$ cat src/rtl/pipe_adder.sv
// Pipelined ripple adder: each stage adds one CHUNK-wide slice and hands its carry to the next.
// Operand slices still to be added are shifted down a stage at a time; finished sum slices are shifted in at the top.
module pipe_adder #(
    parameter int WIDTH = 16,
    parameter int CHUNK = 4
) (
    input  logic             clk,
    input  logic             rst_n,
    input  logic             in_valid,
    output logic             in_ready,
    input  logic [WIDTH-1:0] a,
    input  logic [WIDTH-1:0] b,
    input  logic             c_in,
    output logic             out_valid,
    input  logic             out_ready,
    output logic [WIDTH-1:0] sum,
    output logic             c_out,
    output logic             ovf
);

    localparam int STAGES = WIDTH / CHUNK;
    localparam int LAST   = STAGES - 1;

    logic [STAGES-1:0] vld_q, cy_q, am_q, bm_q;
    logic [WIDTH-1:0]  a_q [STAGES];
    logic [WIDTH-1:0]  b_q [STAGES];
    logic [WIDTH-1:0]  s_q [STAGES];

    logic [STAGES-1:0] adv, up_vld, up_cy, up_am, up_bm;
    logic [WIDTH-1:0]  up_a  [STAGES];
    logic [WIDTH-1:0]  up_b  [STAGES];
    logic [WIDTH-1:0]  up_s  [STAGES];
    logic [WIDTH-1:0]  nxt_a [STAGES];
    logic [WIDTH-1:0]  nxt_b [STAGES];
    logic [WIDTH-1:0]  nxt_s [STAGES];
    logic [CHUNK:0]    csum  [STAGES];

    always_comb begin
        up_vld[0] = in_valid;
        up_a[0]   = a;
        up_b[0]   = b;
        up_s[0]   = '0;
        up_cy[0]  = c_in;
        up_am[0]  = a[WIDTH-1];
        up_bm[0]  = b[WIDTH-1];
        for (int k = 1; k < STAGES; k++) begin
            up_vld[k] = vld_q[k-1];
            up_a[k]   = a_q[k-1];
            up_b[k]   = b_q[k-1];
            up_s[k]   = s_q[k-1];
            up_cy[k]  = cy_q[k-1];
            up_am[k]  = am_q[k-1];
            up_bm[k]  = bm_q[k-1];
        end
    end

    // A stage may move when the consumer takes the result or any bubble exists at or below it.
    always_comb begin
        for (int k = 0; k < STAGES; k++) begin
            logic bubble;
            bubble = 1'b0;
            for (int j = k; j < STAGES; j++) begin
                bubble = bubble | ~vld_q[j];
            end
            adv[k] = out_ready | bubble;
        end
    end

    always_comb begin
        for (int k = 0; k < STAGES; k++) begin
            csum[k]  = {1'b0, up_a[k][CHUNK-1:0]} + {1'b0, up_b[k][CHUNK-1:0]}
                     + (CHUNK+1)'(up_cy[k]);
            nxt_a[k] = up_a[k] >> CHUNK;
            nxt_b[k] = up_b[k] >> CHUNK;
            nxt_s[k] = (up_s[k] >> CHUNK) | (WIDTH'(csum[k][CHUNK-1:0]) << (WIDTH - CHUNK));
        end
    end

    always_ff @(posedge clk or negedge rst_n) begin
        if (!rst_n) begin
            vld_q <= '0;
            cy_q  <= '0;
            am_q  <= '0;
            bm_q  <= '0;
            for (int k = 0; k < STAGES; k++) begin
                a_q[k] <= '0;
                b_q[k] <= '0;
                s_q[k] <= '0;
            end
        end else begin
            for (int k = 0; k < STAGES; k++) begin
                if (adv[k]) begin
                    vld_q[k] <= up_vld[k];
                    if (up_vld[k]) begin
                        a_q[k]  <= nxt_a[k];
                        b_q[k]  <= nxt_b[k];
                        s_q[k]  <= nxt_s[k];
                        cy_q[k] <= csum[k][CHUNK];
                        am_q[k] <= up_am[k];
                        bm_q[k] <= up_bm[k];
                    end
                end
            end
        end
    end

    assign in_ready  = rst_n & adv[0];
    assign out_valid = vld_q[LAST];
    assign sum       = s_q[LAST];
    assign c_out     = cy_q[LAST];
    assign ovf       = (am_q[LAST] == bm_q[LAST]) && (s_q[LAST][WIDTH-1] != am_q[LAST]);

endmodule

$ cat config.mk
export PLATFORM = sky130hd
export DESIGN_NAME = pipe_adder
export DESIGN_NICKNAME = d
export VERILOG_FILES = /design/src/rtl/pipe_adder.sv
export SDC_FILE = /design/constraint.sdc
export NUM_CORES = 1
export LEC_CHECK = 0
export CELL_PAD_IN_SITES_DETAIL_PLACEMENT = 2
export CELL_PAD_IN_SITES_GLOBAL_PLACEMENT = 2
export CORE_MARGIN = 2
export CORE_UTILIZATION = 35
export CTS_CLUSTER_SIZE = 20
export DETAILED_ROUTE_END_ITERATION = 8
export GPL_ROUTABILITY_DRIVEN = 0
export HOLD_SLACK_MARGIN = 0.15
export PLACE_DENSITY = 0.82
export SETUP_SLACK_MARGIN = 0.5
export SLEW_MARGIN = 30
export SYNTH_ARGS = -nofsm -noshare
export SYNTH_HDL_FRONTEND = slang
export SYNTH_SLANG_ARGS = --single-unit
export TNS_END_PERCENT = 100
$ cat constraint.sdc
create_clock -name clk -period 4.1 [get_ports clk]
set_input_delay 0.41 -clock clk [delete_from_list [all_inputs] [get_ports clk]]
set_output_delay 0.41 -clock clk [all_outputs]
set_load 0.02 [all_outputs]
==> results.ini <==
[setup_path]
reg2regPathDepth = 5
r2r-start = cy_q[2]
rrSetupSlack_ps = 2260
crit_fanout = 45
critPathKind = primary input to primary output
cp-startpoint = rst_n
cp-endpoint = in_ready
cp-end-kind = primary output
required_ps = 3690
critPathLaunchType = primary input
worstPathArrival_ps = 2240
r2r_end = cy_q[3]

[cts]
clock-sinks = 98
post_cts_buffers = 0
max-clock-path-buffers = 2
htreeDepth = 3
hold_buffers = 1
post_cts_resized = 0
clk_latency_ps = 340
root_buffer = clkbuf_16
clkTransAtPathRegs_ps = 60
numCtsBuffers = 9
tritoncts = yes

[placed_design]
hpwlAfterDp_mm = 6.02
io_buffers = 56
dpl_worst_slack_ps = 1520

[pwr]
ir_drop_v = 0.000213
p_sw_frac = 0.312
power_leakage_nw = 2.28
clkPwrFrac = 0.230
intPower_w = 0.00232
switchingPower_w = 0.00105
seqPwrFrac = 0.446
power_density_nw_per_um2 = 650
p_comb_frac = 0.324

[timing]
final.setup_skew_ps = 4.40
max_slew_margin = 0.538
fin_hold_ws_ps = 484
postLayoutSetupSlackWorst_ps = 1450
slew_viol_final = 0
fmax_ghz = 0.378
worst_slew_pin_slew_ps = 693
finalSetupViolCount = 0
fin_crit_sh = 0.646
finalCriticalPeriod_ps = 2650
fin_setup_tns_ps = 0
rsz0062_at_grt = no
hold_viol_final = 0

[yosys]
post_synth_num_cell_types = 23
synth.avg_cell_area_um2 = 14.4
ys_seq_elements = 98
yosysWarnings = 0
syn_nets = 348
syn_inst = 291
netlist_area_um2 = 4180
yosysSeqAreaShare = 0.586

[routing]
dr.pass1.iters = 4
detail-route-antenna-nets = 0
wire_per_inst_um = 17.1
drt_iter0_drc = 75
vias = 2427
drc = 0
viasPerCell = 4.85
wl_mm = 8.56

[floorplan]
io_pins = 57
die_y_um = 113
core_area_um2 = 11600
die_w_um = 113
dieArea_um2 = 12800
core.rowCount = 39
start_util = 0.362

[hold_path]
hold_depth = 2
hold_class = flop to flop

[layout]
nNetsFinal = 409
drive_above_1_share = 0.294
area_delta_synth_final_pct = 23.9
diodes = 0
final_common_cell = dfrtp_1
layout_common_cells = 98 x dfrtp_1, 78 x mux2_2, 55 x clkdlybuf4s50_1, 18 x nand2_1, 16 x o21ai_0

[run]
maxCapViolCount = 0

[status]
outcome = complete, no violations

[grt]
grt_max_degree = 56
grt_pass1_vias = 2903
overflow = 0
grt_pass1_wl_mm = 14.7
track_usage = 0.148
antenna_found_initial = 0

==> cell families (layout without fill, tap and decap cells) <==
| logic type | count (synthesis) | count (layout) | share of synthesized area |
|---|---|---|---|
| AO/OA/AOI/OAI | 33 | 33 | 0.0452 |
| XOR/XNOR | 8 | 8 | 0.0168 |
| adder cells (fa/ha/maj) | 20 | 20 | 0.0742 |
| buffers and inverters | 23 | 89 | 0.0299 |
| flip-flops | 98 | 98 | 0.586 |
| multiplexers | 79 | 79 | 0.213 |
| AND/OR/NAND/NOR | 30 | 30 | 0.0350 |
==> synth_stat cells, drive strengths merged <==
cell | number | share of area
nand2b | 3 | 0.0045
mux2 | 79 | 0.21
ha | 12 | 0.036
a21o | 8 | 0.014
and2b | 1 | 0.0018
nor2 | 1 | 0.00090
inv | 13 | 0.012
nand3b | 1 | 0.0018
o21ai | 17 | 0.021
fa | 8 | 0.038
a21oi | 8 | 0.0096
nand2 | 20 | 0.018
xnor2 | 1 | 0.0021
dfrtp | 98 | 0.59
xor2 | 7 | 0.015
or2 | 2 | 0.0030
nand4b | 1 | 0.0036
buf | 10 | 0.018
and2 | 1 | 0.0015
==> final cells by class <==
class	instances	area (um2)
Clock inverter	6	32.5
Timing Repair Buffer	60	611
Tap cell	143	179
Sequential cell	98	2450
Fill cell	1104	6380
Multi-Input combinational cell	170	1620
Clock buffer	10	239
Inverter	13	48.8
==> metal layers <==
| layer | routed length (um) | share of wire | global-route usage |
|---|---|---|---|
| met1 | 3340 | 0.39 | 0.164 |
| met5 | 0 | 0 | 0 |
| met3 | 204 | 0.024 | 0.0236 |
| met2 | 4880 | 0.57 | 0.281 |
| met4 | 137 | 0.016 | 0.0610 |
==> state kept, by name, indices dropped and copies added, names as in the netlist <==
register	cells
a_q	21
am_q	4
b_q	21
bm_q	4
cy_q	4
s_q	24
sum	16
vld_q	4
==> worst min-delay path by stage <==
stage | startpoint | endpoint | slack (ps)
final | sum[14] | sum[14] | 480
after global routing | s_q[28] | sum[8] | 520
after CTS | sum[14] | sum[14] | 490
after detailed placement | rst_n | s_q[60] | 450
after global placement | rst_n | s_q[60] | 440
after floorplan | rst_n | a_q[16] | 110
==> metrics by stage <==
stage,util,std cells,total power (W),area (um2)
6_report,0.448,500,0.00337,5180
3_5_place_dp,0.424,483,0.00262,4900
5_1_grt,0.448,500,0.00361,5180
3_3_place_gp,0.421,482,0.00253,4870
2_1_floorplan,-,291,0.00216,4180
4_1_cts,0.448,500,0.00344,5180
==> power by group through the flow <==
| stage | clock [W] | sequential (W) | combinational, W |
|---|---|---|---|
| global placement | 0 | 0.00149 | 0.00103 |
| finish | 0.000775 | 0.00150 | 0.00109 |
| floorplan | 0 | 0.00155 | 0.000611 |
| detailed placement | 0 | 0.00152 | 0.00110 |
| global route | 0.000844 | 0.00155 | 0.00121 |
| CTS | 0.000804 | 0.00151 | 0.00112 |
==> critical path: stages <==
cell and delay [ps]:
dlygate4sd3_1 530, buf_4 470, and2_1 220, clkdlybuf4s50_1 600
Power figures use the tool's default switching activity.
